--- src/rtl/gfe_dot_acc.sv ---
// GF(3) dot-product accumulator: multiplies operand pairs, accumulates mod 3
// over VEC_LEN beats and emits one reduced result per vector.
module gfe_dot_acc #(
   parameter int unsigned VEC_LEN = 4,
   parameter int unsigned CNT_W   = 8
) (
   input  logic       clk,
   input  logic       rst,
   input  logic       in_valid,
   output logic       in_ready,
   input  logic [1:0] in_a,
   input  logic [1:0] in_b,
   output logic       out_valid,
   input  logic       out_ready,
   output logic [1:0] out_data,
   output logic       out_err
);

   typedef enum logic {
      ACC,
      OUT
   } state_t;

   state_t           state;
   state_t           state_next;
   logic [1:0]       acc;
   logic [CNT_W-1:0] cnt;
   logic             err;

   logic       beat;
   logic       last;
   logic       illegal;
   logic [1:0] a_eff;
   logic [1:0] b_eff;
   logic [2:0] prod;
   logic [2:0] sum;
   logic [1:0] r;

   assign in_ready  = (state == ACC);
   assign out_valid = (state == OUT);
   assign beat      = in_valid & in_ready;
   assign last      = (cnt == CNT_W'(VEC_LEN - 1));

   // Operand value 3 is outside GF(3): it contributes zero and flags the vector.
   always_comb begin
      illegal = (in_a == 2'd3) | (in_b == 2'd3);
      a_eff   = (in_a == 2'd3) ? 2'd0 : in_a;
      b_eff   = (in_b == 2'd3) ? 2'd0 : in_b;
      prod    = {1'b0, a_eff} * {1'b0, b_eff};
      sum     = {1'b0, acc} + prod;
      if (sum >= 3'd6) begin
         r = 2'd0;
      end else if (sum >= 3'd3) begin
         r = 2'(sum - 3'd3);
      end else begin
         r = sum[1:0];
      end
   end

   always_comb begin
      state_next = state;
      case (state)
         ACC: if (beat && last) state_next = OUT;
         OUT: if (out_ready)    state_next = ACC;
         default:               state_next = ACC;
      endcase
   end

   always_ff @(posedge clk) begin
      if (rst) begin
         state <= ACC;
      end else begin
         state <= state_next;
      end
   end

   always_ff @(posedge clk) begin
      if (rst) begin
         acc      <= '0;
         cnt      <= '0;
         err      <= 1'b0;
         out_data <= '0;
         out_err  <= 1'b0;
      end else begin
         case (state)
            ACC: begin
               if (beat) begin
                  err <= err | illegal;
                  if (last) begin
                     out_data <= r;
                     out_err  <= err | illegal;
                  end else begin
                     acc <= r;
                     cnt <= cnt + 1'b1;
                  end
               end
            end
            OUT: begin
               if (out_ready) begin
                  acc <= '0;
                  cnt <= '0;
                  err <= 1'b0;
               end
            end
            default: ;
         endcase
      end
   end

endmodule

--- config.mk ---
export PLATFORM = sky130hd
export DESIGN_NAME = gfe_dot_acc
export DESIGN_NICKNAME = d
export VERILOG_FILES = /design/src/rtl/gfe_dot_acc.sv
export SDC_FILE = /design/constraint.sdc
export NUM_CORES = 1
export LEC_CHECK = 0
export CORE_MARGIN = 5
export CORE_UTILIZATION = 23
export CTS_BUF_LIST = sky130_fd_sc_hd__clkbuf_4 sky130_fd_sc_hd__clkbuf_8
export DETAILED_ROUTE_END_ITERATION = 10
export GPL_TIMING_DRIVEN = 0
export PLACE_DENSITY = 0.38
export SETUP_SLACK_MARGIN = 0.5
export SLEW_MARGIN = 20
export SYNTH_ARGS = -nofsm -noshare
export SYNTH_HDL_FRONTEND = slang
export SYNTH_SLANG_ARGS = --single-unit
--- constraint.sdc ---
create_clock -name clk -period 2.2 [get_ports clk]
set_input_delay 0.22 -clock clk [delete_from_list [all_inputs] [get_ports clk]]
set_output_delay 0.22 -clock clk [all_outputs]
set_load 0.02 [all_outputs]
==> flow_metrics.env <==
export IMPL_syn_area_um2=893
export IMPL_path_max_fanout=5
export IMPL_firstDrtPassIters=4
export IMPL_hold_path_class="input pin to flip-flop"
export IMPL_maxCapViolCount=0
export IMPL_clockRootBuffer="clkbuf_8"
export IMPL_fillers=395
export IMPL_clk_path_buf_depth=2
export IMPL_grt_pass1_vias=767
export IMPL_slew_limit_headroom=0.417
export IMPL_die_h_um=72.3
export IMPL_cts_reportedPaths_clkPinSlew_ps=60
export IMPL_r2r_slack_ps=210
export IMPL_cts_hold_buffers_added=0
export IMPL_fin_util=0.365
export IMPL_drt_vias_per_instance=4.69
export IMPL_dieArea_um2=5230
export IMPL_hold_viol_final=0
export IMPL_num_rows=22
export IMPL_fin_crit_sh=0.915
export IMPL_ir_drop_v=0.000371
export IMPL_final_cell_mix="dfxtp_1 (12), nor2_1 (11), buf_4 (9), clkdlybuf4s50_1 (6)"
export IMPL_drcViolationCount=0
export IMPL_coreArea_um2=3720
export IMPL_grt_ovfl_total=0
export IMPL_drt_wirelength_per_cell_um=13.2
export IMPL_multi_input_area_um2=727
export IMPL_synth_warning_count=0
export IMPL_placement_io_buffers=11
export IMPL_crit_required_ps=2320
export IMPL_routabilityCongestion=0.720
export IMPL_critPathLaunch="in_a[1]"
export IMPL_synth_cell_types=38
export IMPL_layout_commonest_cell="dfxtp_1"
export IMPL_clk_latency_ps=240
export IMPL_die_w_um=72.3
export IMPL_tritoncts="built"
export IMPL_crit_path_end_kind="flip-flop"
export IMPL_slowest_delay_ps=540
export IMPL_drtIter0Drc=16
export IMPL_fin_nets=136
export IMPL_holdWs_ps=206
export IMPL_grt_max_degree=11
export IMPL_setup_violations=0
export IMPL_grt_usage=0.0900
export IMPL_yosysTopAreaCell="dfxtp_1"
export IMPL_pwr_density_cell_nw_per_um2=520
export IMPL_synth_nets=112
export IMPL_cts_buffers=3
export IMPL_ys_seq_elements=15
export IMPL_num_io_pins=13
export IMPL_htree_levels=1
export IMPL_vias=792
export IMPL_ys_seq_area_frac=0.336
export IMPL_regArea_um2=309
export IMPL_hold_start="rst"
export IMPL_leakagePower_nw=0.466
export IMPL_worstMarginPinSlew_ps=862
export IMPL_rr_startpoint="acc[1]$_SDFFE_PP0P_"
export IMPL_rsz0062_at_grt="true"
export IMPL_path_class="input pin to flip-flop"
export IMPL_crit_chain="buf_4 -> nand4bb_4 -> fa_1 -> inv_2 -> ha_4 -> ha_4 -> nor3b_4 -> mux2i_2 -> a211oi_2"
export IMPL_antenna_cells=0
export IMPL_synthCells=98
export IMPL_dp_hpwl_mm=1.50
export IMPL_cpMaxStageDelayCell="fa_1"
export IMPL_synth_top_cell_area_share=0.336
export IMPL_syn_to_final_growth_pct=51.7
export IMPL_antenna_found_initial=0
export IMPL_crit_arrival_ps=2130
export IMPL_grt_pass1_wl_mm=3.67
export IMPL_synth_area_top_cells="dfxtp_1 (34%), ha_1 (7.0%), xnor2_1 (6.9%)"
export IMPL_syn_area_per_cell_um2=9.12
export IMPL_drive_gt1_frac=0.372
export IMPL_status="finished, final reports clean"
export IMPL_timing_fmax_ghz=0.497
export IMPL_maxSlewViolCount=0
export IMPL_worst_setup_path_start_kind="input pin"
export IMPL_totalWireLength_mm=2.23
export IMPL_initial_core_util=0.240
export IMPL_clock_sinks=15
export IMPL_finalClockSkew_ps=3.37
export IMPL_crit_top_cell="ha_4"
export IMPL_detail_route_antenna_nets=0
export IMPL_finalCriticalPeriod_ps=2010
## path summary, 6_finish.rpt
kind,cells after the start,end
hold reg to reg,2,out_err$_SDFFE_PP0P_
setup / recovery,9,out_data[1]$_SDFFE_PP0P_
setup reg to reg,8,out_data[1]$_SDFFE_PP0P_
hold / removal,2,cnt[1]$_SDFFE_PP0P_
## synthesized netlist by cell type
cell type / n
dfxtp_1: 15
nor2_1: 11
inv_1: 7
xnor2_1: 7
ha_1: 5
nand3_1: 5
a21oi_1: 4
mux2i_1: 4
nand2_1: 4
nand2b_1: 2
nand4bb_1: 2
nor3_1: 2
nor4_1: 2
nor4bb_1: 2
o211ai_1: 2
o21ai_0: 2
a211oi_1: 1
a221o_1: 1
a221oi_1: 1
a311oi_1: 1
a31oi_1: 1
and2b_1: 1
buf_4: 1
clkbuf_2: 1
fa_1: 1
nand4_1: 1
nand4b_1: 1
nor2b_1: 1
nor3b_1: 1
nor4_4: 1
nor4b_1: 1
o211a_1: 1
o21ai_1: 1
o31ai_1: 1
or2_2: 1
or3_2: 1
or4b_4: 1
xor2_1: 1
## area by class of cell
cell class | instances | share of cell area
Inverter | 7 | 0.0194
Clock buffer | 4 | 0.0360
Timing Repair Buffer | 19 | 0.127
Multi-Input combinational cell | 74 | 0.536
Sequential cell | 15 | 0.228
Buffer | 2 | 0.00923
Tap cell | 48 | 0.0443
## kinds of logic after synthesis
logic type               after synthesis  synth area share
buffers and inverters                  9            0.0434
AND/OR/NAND/NOR                       40             0.283
flip-flops                            15             0.336
XOR/XNOR                               8            0.0784
adder cells (fa/ha/maj)                6            0.0924
AO/OA/AOI/OAI                         16             0.122
multiplexers                           4            0.0448
## critical path: cells and delay by family
kind	cells	cell delay [ps]
muxes	1	220
and+or+nand+nor	2	370
AOI/OAI and AO/OA	1	100
adders and majority gates	3	1030
buffers and inverters	2	190
## routing by layer
layer / up-vias / global-route usage / wire length (µm)
li1: 402 / - / -
met1: 369 / 0.128 / 1130
met2: 19 / 0.124 / 933
met3: 2 / 0.0429 / 154
met4: 0 / 0.0125 / 10
met5: - / 0 / 0
## flip-flops by register name, indices dropped and copies added (netlist names)
signal	count
cnt	8
acc	2
out_data	2
err	1
out_err	1
out_valid	1
## metrics by stage
stage / total power [mW] / setup TNS, ps / area (µm²) / setup slack (ps) / cells
after floorplan: 0.384 / 0 / 941 / 176 / 98
after global placement: 0.418 / -2010 / 1110 / -530 / 157
after detailed placement: 0.422 / -2060 / 1110 / -555 / 157
after CTS: 0.691 / 0 / 1250 / 88.5 / 165
after global routing: 0.750 / 0 / 1360 / 76.4 / 169
final: 0.704 / 0 / 1360 / 188 / 169
## timing repair
action,4_1_cts,5_1_grt
endpoints found under the setup margin,8,10
resized for setup,27,23
endpoints found under the hold margin,0,0
buffers inserted,4,4
pin swaps,12,15
## report_power, final
group          switching, mW  total [mW]  internal [mW]  leakage (nW)
Clock                 0.0936       0.234          0.140        0.0262
Sequential           0.00790       0.289          0.281         0.123
Combinational         0.0876       0.182         0.0941         0.316
Total                  0.189       0.704          0.515         0.466
No activity file was read; power rests on OpenSTA's default activity.
